<file path="src/rtl/ebm_pkg.sv">
// ebm_pkg: shared definitions for the egress buffer manager.
//   - beat tag encodings carried in the top two bits of every data beat
//   - FSM state encoding
//   - saturating increment helper used by the statistics counters
package ebm_pkg;

  localparam logic [1:0] TAG_HEAD = 2'b01;
  localparam logic [1:0] TAG_BODY = 2'b11;
  localparam logic [1:0] TAG_TAIL = 2'b10;

  typedef enum logic [1:0] {
    IDLE_S = 2'd0,
    WAIT_S = 2'd1,
    TRAN_S = 2'd2
  } ebm_state_e;

  localparam int unsigned SAT_W = 64;

  // Increment v, holding at the all-ones value of a w-bit counter.
  function automatic logic [SAT_W-1:0] sat_inc(input logic [SAT_W-1:0] v,
                                               input int unsigned w);
    logic [SAT_W-1:0] max_v;
    max_v = (w >= SAT_W) ? '1 : ((SAT_W'(1) << w) - SAT_W'(1));
    return (v >= max_v) ? v : v + SAT_W'(1);
  endfunction

endpackage

</file>
<file path="src/rtl/ebm_mq_if.sv">
// ebm_mq_if: bundle of every non-clock/reset signal of ebm_mq.
//   in_*  : driven by eos / data_cache towards the buffer manager
//   out_* : driven by the buffer manager towards data_cache / goe / stats
// slave modport is the buffer manager side, master the environment side.
interface ebm_mq_if #(
  parameter int DATA_W = 134,
  parameter int ID_W   = 8,
  parameter int CNT_W  = 32
);
  logic [ID_W-1:0]   in_ebm_md;
  logic              in_ebm_md_wr;
  logic              in_ebm_bandwidth_discard;
  logic              out_ebm_md_full;
  logic [ID_W-1:0]   out_ebm_ID;
  logic              out_ebm_ID_wr;
  logic [DATA_W-1:0] in_ebm_data;
  logic              in_ebm_data_wr;
  logic [DATA_W-1:0] out_ebm_data;
  logic              out_ebm_data_wr;
  logic              out_ebm_valid;
  logic              out_ebm_valid_wr;
  logic [CNT_W-1:0]  out_fwd_cnt;
  logic [CNT_W-1:0]  out_drop_cnt;
  logic [CNT_W-1:0]  out_ovf_cnt;
  logic [CNT_W-1:0]  out_tmo_cnt;

  modport slave (
    input  in_ebm_md, in_ebm_md_wr, in_ebm_bandwidth_discard,
    input  in_ebm_data, in_ebm_data_wr,
    output out_ebm_md_full, out_ebm_ID, out_ebm_ID_wr,
    output out_ebm_data, out_ebm_data_wr, out_ebm_valid, out_ebm_valid_wr,
    output out_fwd_cnt, out_drop_cnt, out_ovf_cnt, out_tmo_cnt
  );

  modport master (
    output in_ebm_md, in_ebm_md_wr, in_ebm_bandwidth_discard,
    output in_ebm_data, in_ebm_data_wr,
    input  out_ebm_md_full, out_ebm_ID, out_ebm_ID_wr,
    input  out_ebm_data, out_ebm_data_wr, out_ebm_valid, out_ebm_valid_wr,
    input  out_fwd_cnt, out_drop_cnt, out_ovf_cnt, out_tmo_cnt
  );
endinterface

</file>
<file path="src/rtl/ebm_md_fifo.sv">
// ebm_md_fifo: synchronous first-word-fall-through FIFO for {discard, id}.
//   clk, rst_n : clock, synchronous active-low reset
//   push_i     : write wdata_i (caller only pushes when not full or popping)
//   pop_i      : consume rdata_o (caller only pops when not empty)
//   rdata_o    : head entry, valid whenever empty_o is low
//   full_o     : registered, occupancy == DEPTH
//   empty_o    : registered, occupancy == 0
module ebm_md_fifo #(
  parameter int WIDTH = 9,
  parameter int DEPTH = 4
) (
  input  logic             clk,
  input  logic             rst_n,
  input  logic             push_i,
  input  logic [WIDTH-1:0] wdata_i,
  input  logic             pop_i,
  output logic [WIDTH-1:0] rdata_o,
  output logic             full_o,
  output logic             empty_o
);
  localparam int AW = $clog2(DEPTH);

  logic [WIDTH-1:0] mem_q [DEPTH];
  logic [AW-1:0]    wptr_q, rptr_q;
  logic [AW:0]      cnt_q, cnt_d;
  logic             full_q, empty_q;

  always_comb begin
    cnt_d = cnt_q;
    case ({push_i, pop_i})
      2'b10:   cnt_d = cnt_q + (AW+1)'(1);
      2'b01:   cnt_d = cnt_q - (AW+1)'(1);
      default: cnt_d = cnt_q;
    endcase
  end

  always_ff @(posedge clk) begin
    if (!rst_n) begin
      wptr_q  <= '0;
      rptr_q  <= '0;
      cnt_q   <= '0;
      full_q  <= 1'b0;
      empty_q <= 1'b1;
    end else begin
      if (push_i) wptr_q <= wptr_q + AW'(1);
      if (pop_i)  rptr_q <= rptr_q + AW'(1);
      cnt_q   <= cnt_d;
      full_q  <= (cnt_d == (AW+1)'(DEPTH));
      empty_q <= (cnt_d == '0);
    end
  end

  // Storage needs no reset: pointers and flags define what is valid.
  always_ff @(posedge clk) begin
    if (push_i) mem_q[wptr_q] <= wdata_i;
  end

  assign rdata_o = mem_q[rptr_q];
  assign full_o  = full_q;
  assign empty_o = empty_q;
endmodule

</file>
<file path="src/rtl/ebm_mq.sv">
// ebm_mq: egress buffer manager between eos, data_cache and goe.
//   clk, rst_n : clock, synchronous active-low reset
//   bus        : ebm_mq_if.slave carrying metadata input, read-ID issue,
//                data_cache beats in, goe beats/valid out and statistics.
// Queued IDs are issued one at a time; the returned packet is forwarded to
// goe with one cycle latency or silently dropped when its discard flag is set.
//
// state  | meaning
// IDLE_S | no packet open; pop next ID from the metadata FIFO and issue it
// WAIT_S | ID issued, waiting (bounded by TIMEOUT) for the first beat
// TRAN_S | packet open, passing beats until the tail
module ebm_mq
  import ebm_pkg::*;
#(
  parameter int DATA_W   = 134,
  parameter int ID_W     = 8,
  parameter int MD_DEPTH = 4,
  parameter int TIMEOUT  = 255,
  parameter int CNT_W    = 32
) (
  input logic     clk,
  input logic     rst_n,
  ebm_mq_if.slave bus
);
  localparam int MD_W  = ID_W + 1;
  localparam int TMR_W = (TIMEOUT < 2) ? 1 : $clog2(TIMEOUT);

  ebm_state_e        state_q, state_d;
  logic [TMR_W-1:0]  timer_q, timer_d;
  logic              disc_q, disc_d;
  logic [ID_W-1:0]   id_q, id_d;
  logic              id_wr_q, id_wr_d;
  logic [DATA_W-1:0] data_q, data_d;
  logic              data_wr_q, data_wr_d;
  logic              valid_q, valid_d;
  logic              valid_wr_q, valid_wr_d;
  logic [CNT_W-1:0]  fwd_q, fwd_d, drop_q, drop_d, ovf_q, ovf_d, tmo_q, tmo_d;

  logic              fifo_push, fifo_pop, fifo_full, fifo_empty;
  logic [MD_W-1:0]   fifo_rd;
  logic              beat_acc, is_tail, tmo_hit;

  // A pop in the same cycle frees a slot, so a push while full still lands.
  assign fifo_pop  = (state_q == IDLE_S) && !fifo_empty;
  assign fifo_push = bus.in_ebm_md_wr && (!fifo_full || fifo_pop);
  assign is_tail   = (bus.in_ebm_data[DATA_W-1 -: 2] == TAG_TAIL);

  ebm_md_fifo #(.WIDTH(MD_W), .DEPTH(MD_DEPTH)) u_md_fifo (
    .clk     (clk),
    .rst_n   (rst_n),
    .push_i  (fifo_push),
    .wdata_i ({bus.in_ebm_bandwidth_discard, bus.in_ebm_md}),
    .pop_i   (fifo_pop),
    .rdata_o (fifo_rd),
    .full_o  (fifo_full),
    .empty_o (fifo_empty)
  );

  always_comb begin
    state_d    = state_q;
    timer_d    = timer_q;
    disc_d     = disc_q;
    id_d       = id_q;
    id_wr_d    = 1'b0;
    data_d     = '0;
    data_wr_d  = 1'b0;
    valid_d    = 1'b0;
    valid_wr_d = 1'b0;
    beat_acc   = 1'b0;
    tmo_hit    = 1'b0;
    case (state_q)
      IDLE_S: begin
        if (!fifo_empty) begin
          id_d    = fifo_rd[ID_W-1:0];
          id_wr_d = 1'b1;
          disc_d  = fifo_rd[ID_W];
          timer_d = '0;
          state_d = WAIT_S;
        end
      end
      WAIT_S: begin
        if (bus.in_ebm_data_wr) begin
          beat_acc = 1'b1;
          state_d  = is_tail ? IDLE_S : TRAN_S;
        end else if (timer_q == TMR_W'(TIMEOUT - 1)) begin
          tmo_hit = 1'b1;
          state_d = IDLE_S;
        end else begin
          timer_d = timer_q + TMR_W'(1);
        end
      end
      TRAN_S: begin
        if (bus.in_ebm_data_wr) begin
          beat_acc = 1'b1;
          if (is_tail) state_d = IDLE_S;
        end
      end
      default: state_d = IDLE_S;
    endcase

    if (beat_acc && !disc_q) begin
      data_d     = bus.in_ebm_data;
      data_wr_d  = 1'b1;
      valid_d    = is_tail;
      valid_wr_d = is_tail;
    end
  end

  always_comb begin
    fwd_d  = fwd_q;
    drop_d = drop_q;
    ovf_d  = ovf_q;
    tmo_d  = tmo_q;
    if (beat_acc && is_tail && !disc_q) fwd_d  = CNT_W'(sat_inc(64'(fwd_q), CNT_W));
    if (beat_acc && is_tail && disc_q)  drop_d = CNT_W'(sat_inc(64'(drop_q), CNT_W));
    if (bus.in_ebm_md_wr && fifo_full && !fifo_pop) ovf_d = CNT_W'(sat_inc(64'(ovf_q), CNT_W));
    if (tmo_hit) tmo_d = CNT_W'(sat_inc(64'(tmo_q), CNT_W));
  end

  always_ff @(posedge clk) begin
    if (!rst_n) begin
      state_q    <= IDLE_S;
      timer_q    <= '0;
      disc_q     <= 1'b0;
      id_q       <= '0;
      id_wr_q    <= 1'b0;
      data_q     <= '0;
      data_wr_q  <= 1'b0;
      valid_q    <= 1'b0;
      valid_wr_q <= 1'b0;
      fwd_q      <= '0;
      drop_q     <= '0;
      ovf_q      <= '0;
      tmo_q      <= '0;
    end else begin
      state_q    <= state_d;
      timer_q    <= timer_d;
      disc_q     <= disc_d;
      id_q       <= id_d;
      id_wr_q    <= id_wr_d;
      data_q     <= data_d;
      data_wr_q  <= data_wr_d;
      valid_q    <= valid_d;
      valid_wr_q <= valid_wr_d;
      fwd_q      <= fwd_d;
      drop_q     <= drop_d;
      ovf_q      <= ovf_d;
      tmo_q      <= tmo_d;
    end
  end

  assign bus.out_ebm_md_full  = fifo_full;
  assign bus.out_ebm_ID       = id_q;
  assign bus.out_ebm_ID_wr    = id_wr_q;
  assign bus.out_ebm_data     = data_q;
  assign bus.out_ebm_data_wr  = data_wr_q;
  assign bus.out_ebm_valid    = valid_q;
  assign bus.out_ebm_valid_wr = valid_wr_q;
  assign bus.out_fwd_cnt      = fwd_q;
  assign bus.out_drop_cnt     = drop_q;
  assign bus.out_ovf_cnt      = ovf_q;
  assign bus.out_tmo_cnt      = tmo_q;
endmodule

</file>
<file path="src/flat_wrapper.sv">
// flat-port wrapper written by rule: the top's interface ports become plain ports
module ebm_mq_flat import ebm_pkg::*;
#(
  parameter int DATA_W   = 134,
  parameter int ID_W     = 8,
  parameter int MD_DEPTH = 4,
  parameter int TIMEOUT  = 255,
  parameter int CNT_W    = 32
)
  (clk, rst_n, bus_in_ebm_md, bus_in_ebm_md_wr, bus_in_ebm_bandwidth_discard, bus_in_ebm_data, bus_in_ebm_data_wr, bus_out_ebm_md_full, bus_out_ebm_ID, bus_out_ebm_ID_wr, bus_out_ebm_data, bus_out_ebm_data_wr, bus_out_ebm_valid, bus_out_ebm_valid_wr, bus_out_fwd_cnt, bus_out_drop_cnt, bus_out_ovf_cnt, bus_out_tmo_cnt);
  ebm_mq_if #(.DATA_W(DATA_W), .ID_W(ID_W), .CNT_W(CNT_W)) bus_i ();
  input logic clk;
  input logic rst_n;
  input wire logic [$bits(bus_i.in_ebm_md)-1:0] bus_in_ebm_md;
  input wire logic [$bits(bus_i.in_ebm_md_wr)-1:0] bus_in_ebm_md_wr;
  input wire logic [$bits(bus_i.in_ebm_bandwidth_discard)-1:0] bus_in_ebm_bandwidth_discard;
  input wire logic [$bits(bus_i.in_ebm_data)-1:0] bus_in_ebm_data;
  input wire logic [$bits(bus_i.in_ebm_data_wr)-1:0] bus_in_ebm_data_wr;
  output wire logic [$bits(bus_i.out_ebm_md_full)-1:0] bus_out_ebm_md_full;
  output wire logic [$bits(bus_i.out_ebm_ID)-1:0] bus_out_ebm_ID;
  output wire logic [$bits(bus_i.out_ebm_ID_wr)-1:0] bus_out_ebm_ID_wr;
  output wire logic [$bits(bus_i.out_ebm_data)-1:0] bus_out_ebm_data;
  output wire logic [$bits(bus_i.out_ebm_data_wr)-1:0] bus_out_ebm_data_wr;
  output wire logic [$bits(bus_i.out_ebm_valid)-1:0] bus_out_ebm_valid;
  output wire logic [$bits(bus_i.out_ebm_valid_wr)-1:0] bus_out_ebm_valid_wr;
  output wire logic [$bits(bus_i.out_fwd_cnt)-1:0] bus_out_fwd_cnt;
  output wire logic [$bits(bus_i.out_drop_cnt)-1:0] bus_out_drop_cnt;
  output wire logic [$bits(bus_i.out_ovf_cnt)-1:0] bus_out_ovf_cnt;
  output wire logic [$bits(bus_i.out_tmo_cnt)-1:0] bus_out_tmo_cnt;
  assign bus_i.in_ebm_md = bus_in_ebm_md;
  assign bus_i.in_ebm_md_wr = bus_in_ebm_md_wr;
  assign bus_i.in_ebm_bandwidth_discard = bus_in_ebm_bandwidth_discard;
  assign bus_i.in_ebm_data = bus_in_ebm_data;
  assign bus_i.in_ebm_data_wr = bus_in_ebm_data_wr;
  assign bus_out_ebm_md_full = bus_i.out_ebm_md_full;
  assign bus_out_ebm_ID = bus_i.out_ebm_ID;
  assign bus_out_ebm_ID_wr = bus_i.out_ebm_ID_wr;
  assign bus_out_ebm_data = bus_i.out_ebm_data;
  assign bus_out_ebm_data_wr = bus_i.out_ebm_data_wr;
  assign bus_out_ebm_valid = bus_i.out_ebm_valid;
  assign bus_out_ebm_valid_wr = bus_i.out_ebm_valid_wr;
  assign bus_out_fwd_cnt = bus_i.out_fwd_cnt;
  assign bus_out_drop_cnt = bus_i.out_drop_cnt;
  assign bus_out_ovf_cnt = bus_i.out_ovf_cnt;
  assign bus_out_tmo_cnt = bus_i.out_tmo_cnt;
  ebm_mq #(.DATA_W(DATA_W), .ID_W(ID_W), .MD_DEPTH(MD_DEPTH), .TIMEOUT(TIMEOUT), .CNT_W(CNT_W)) u_core (.clk(clk), .rst_n(rst_n), .bus(bus_i));
endmodule
</file>
<file path="config.mk">
export PLATFORM = sky130hd
export DESIGN_NAME = ebm_mq_flat
export DESIGN_NICKNAME = d
export VERILOG_FILES = /design/src/rtl/ebm_pkg.sv /design/src/rtl/ebm_mq_if.sv /design/src/rtl/ebm_md_fifo.sv /design/src/rtl/ebm_mq.sv /design/src/flat_wrapper.sv
export SDC_FILE = /design/constraint.sdc
export NUM_CORES = 1
export LEC_CHECK = 0
export ABC_AREA = 1
export CAP_MARGIN = 20
export CORE_MARGIN = 10
export CORE_UTILIZATION = 33
export DETAILED_ROUTE_END_ITERATION = 12
export GPL_ROUTABILITY_DRIVEN = 0
export PLACE_DENSITY = 0.6
export SLEW_MARGIN = 20
export SYNTH_ARGS = -nofsm -noshare
export SYNTH_HDL_FRONTEND = slang
export SYNTH_SLANG_ARGS = --single-unit
</file>
<file path="constraint.sdc">
create_clock -name clk -period 3.7 [get_ports clk]
set_clock_uncertainty 0.05 [all_clocks]
set_input_delay 0.555 -clock clk [delete_from_list [all_inputs] [get_ports clk]]
set_output_delay 0.555 -clock clk [all_outputs]
set_load 0.05 [all_outputs]
</file>
==> results.py <==
metrics = {
    "run_status": {
        "outcome": "complete, no violations",
    },
    "floorplanning": {
        "die_h_um": 227,
        "core_area_um2": 42200,
        "std_cell_rows": 75,
        "io_pins": 422,
        "start_util_pct": 33.6,
        "dieArea_um2": 51700,
        "chipWidth_um": 227,
    },
    "sta": {
        "maxSlewHeadroom_pct": 44.0,
        "fin_crit_sh_pct": 68.9,
        "max_freq_mhz": 392,
        "worst_pin_slew_ns": 0.840,
        "drv_slew": 0,
        "finalCriticalPeriod_ns": 2.55,
        "grt_setup_unrepaired": "no",
        "setup_viol": 0,
        "setup_tns_ns": 0,
        "finalHoldViolCount": 0,
    },
    "clock_tree": {
        "cts_tree": "yes",
        "cts_max_level": 2,
        "cts_inserted_buffers": 40,
        "hold_buffers": 0,
        "cts_setup_buffers": 0,
        "clockBufferDepth": 3,
        "cts.repair.resized": 0,
        "clkSlewWorstSetupHoldPaths_ns": 0.05,
        "worstSkewPairLatency_ns": 0.55,
        "ctsRootBufferMaster": "clkbuf_16",
        "clock-sinks": 329,
    },
    "yosys": {
        "synth_seq_area_share_pct": 48.9,
        "syn_avg_cell_area_um2": 7.11,
        "synthesis.area_um2": 14200,
        "synth_cell_types": 40,
        "syn_inst": 1997,
        "ys_ff_latch": 329,
        "syn-num-nets": 2160,
        "yosys_warnings": 0,
    },
    "global_routing": {
        "grt_antenna_before_repair": 8,
        "first_global_vias": 13300,
        "overflow": 0,
        "grt_max_degree": 85,
        "grt_usage_pct": 18.6,
        "grt_pass1_wl_mm": 75.8,
    },
    "pwr": {
        "pwr-share-comb_pct": 22.2,
        "p_int_w": 0.00696,
        "p_sw_w": 0.00321,
        "peakVddDrop_mv": 0.358,
        "cellPowerDensity_nw_per_um2": 503,
        "p_leak_nw": 8.23,
        "total_power_w": 0.0102,
        "power_switching_share_pct": 31.6,
        "seqPwrFrac_pct": 39.7,
        "power.share.clock_pct": 38.1,
    },
    "placed_design": {
        "port_buffers": 421,
        "dpl.hpwl_mm": 38.6,
    },
    "layout": {
        "area_delta_synth_final_pct": 42.5,
        "drive_gt1_share_pct": 4.57,
        "layout_commonest_cell": "nor2_1",
        "final_nets": 2580,
        "final_cell_mix": "nor2_1, clkdlybuf4s50_1, nand2_1",
        "utilization_pct": 47.9,
    },
    "critical_path": {
        "slowest_delay_ns": 0.39,
        "path_max_fanout": 14,
        "worstSetupPathType": "register to register",
        "cp.required_ns": 4.11,
        "crit_arrival_ns": 2.96,
        "cpMostUsedCell": "nand2_1",
        "cp-start-kind": "register",
        "cp-end-kind": "register",
        "path_cells": "inv_1 > ha_1 > nand2_1 > buf_4 > nand2_1 > nand2_1 > ha_1 > fa_1 > a21oi_1 > o21ai_0 > xor2_1 > inv_1 > nor3_1",
        "crit_path_top_delay_cell": "fa_1",
    },
    "routing": {
        "drt.antenna.violating_nets": 0,
        "routed_wl_mm": 49.6,
        "wl_per_cell_um": 16.6,
        "vias": 14000,
        "drcViolationCount": 0,
        "drtIter0Drc": 871,
        "drt_pre_antenna_iters": 5,
        "viasPerCell": 4.67,
    },
    "run": {
        "cap_violations": 0,
    },
    "min_path": {
        "hold_path_class": "input pin to register",
    },
}
==> cell usage after synthesis (all sizes together) <==
| master | n | share of area, % |
|---|---|---|
| nor2 | 532 | 15 |
| nand2 | 384 | 10 |
| dfxtp | 293 | 41 |
| inv | 279 | 7.4 |
| nand3 | 141 | 5.2 |
| a21oi | 101 | 3.6 |
| o21ai | 46 | 1.6 |
| nand4 | 40 | 1.8 |
| edfxtp | 36 | 7.6 |
| buf | 29 | 1.1 |
| clkbuf | 27 | 0.71 |
| nor3 | 20 | 0.78 |
| ha | 15 | 1.3 |
| xor2 | 13 | 0.80 |
| a31oi | 10 | 0.44 |
| o22ai | 9 | 0.40 |
| nand3b | 7 | 0.40 |
| and2 | 3 | 0.13 |
| clkinv | 2 | 0.053 |
| or2 | 2 | 0.088 |
| xnor2 | 2 | 0.12 |
| fa | 1 | 0.14 |
| mux2i | 1 | 0.071 |
| nor2b | 1 | 0.044 |
| nor3b | 1 | 0.053 |
| o21a | 1 | 0.053 |
| o31ai | 1 | 0.053 |
==> cells by family (layout without fill, tap and decap cells) <==
logic type,after synthesis,count (layout),synth area share [%]
AOI/OAI and AO/OA,168,168,6.15
xor gates and xnor gates,15,15,0.925
adders and majority gates,16,16,1.46
buffers and inverters,337,789,9.25
DFF,329,329,48.9
muxes,1,1,0.0705
other,0,2,0
and+or+nand+nor,1131,1131,33.2
==> metal layers <==
| metal | track usage (%) | vias up | routed length (µm) | share of wire [%] |
|---|---|---|---|---|
| met4 | 5.65 | 12 | 1020 | 2.1 |
| met2 | 31.1 | 444 | 23600 | 48 |
| met1 | 21.6 | 6347 | 20100 | 41 |
| met5 | 0 | - | 84 | 0.17 |
| li1 | - | 7090 | - | - |
| met3 | 7.41 | 73 | 4780 | 9.6 |
==> metrics by stage <==
step	std cells	area, µm²	hold slack [ns]	worst slack, ns
2_1_floorplan	1997	14200	0.412	1.52
3_3_place_gp	2914	18900	0.426	0.962
3_5_place_dp	2914	18900	0.434	0.929
4_1_cts	2988	20200	0.237	1.13
5_1_grt	2989	20200	0.255	0.920
6_report	2990	20200	0.279	1.15
==> path summary, 6_finish.rpt <==
check | startpoint | to | slack, ns | cells after the start
worst max-delay path | u_core.state_q[0] | u_core.u_md_fifo.full_o | 1.15 | 13
worst min-delay path | rst_n | u_core.bus.out_drop_cnt[29] | 0.28 | 3
worst max register to register | u_core.state_q[0] | u_core.u_md_fifo.full_o | 1.15 | 13
worst min register to register | u_core.timer_q[3] | u_core.timer_q[3] | 0.45 | 1
==> sequential cells by signal, indices dropped and copies added, names as in the netlist <==
name	cells
u_core.bus.out_ebm_data	134
u_core.u_md_fifo.mem_q	36
u_core.bus.out_drop_cnt	32
u_core.bus.out_fwd_cnt	32
u_core.bus.out_ovf_cnt	32
u_core.bus.out_tmo_cnt	32
u_core.bus.out_ebm_ID	8
u_core.timer_q	8
u_core.u_md_fifo.cnt_q	3
u_core.state_q	2
u_core.u_md_fifo.rptr_q	2
u_core.u_md_fifo.wptr_q	2
u_core.bus.out_ebm_ID_wr	1
u_core.bus.out_ebm_data_wr	1
u_core.bus.out_ebm_valid	1
u_core.disc_q	1
u_core.u_md_fifo.empty_o	1
u_core.u_md_fifo.full_o	1
==> power by group through the flow <==
stage / registers [W] / clock network (W) / logic [W]
after global placement: 0.00411 / 0 / 0.00226
after CTS: 0.00404 / 0.00400 / 0.00230
after detailed placement: 0.00411 / 0 / 0.00229
final: 0.00404 / 0.00388 / 0.00225
after global routing: 0.00407 / 0.00415 / 0.00245
after floorplan: 0.00477 / 0 / 0.000738
==> critical path: cells and delay by family, from the launching register on <==
kind            cells  cell delay (ns)
buf+inv             3             0.38
compound gates      2             0.24
fa+ha+maj           3             0.88
flops               1             0.31
simple gates        4             0.43
xor+xnor            1             0.17
==> cell type report <==
type / count / area (µm²)
Fill cell: 4169 / 22000
Sequential cell: 329 / 6950
Multi-Input combinational cell: 1331 / 5940
Timing Repair Buffer: 434 / 4310
Clock buffer: 65 / 1170
Inverter: 281 / 1060
Tap cell: 539 / 674
Clock inverter: 9 / 125
Antenna cell: 2 / 5.00
(Power assumes the default switching activity.)
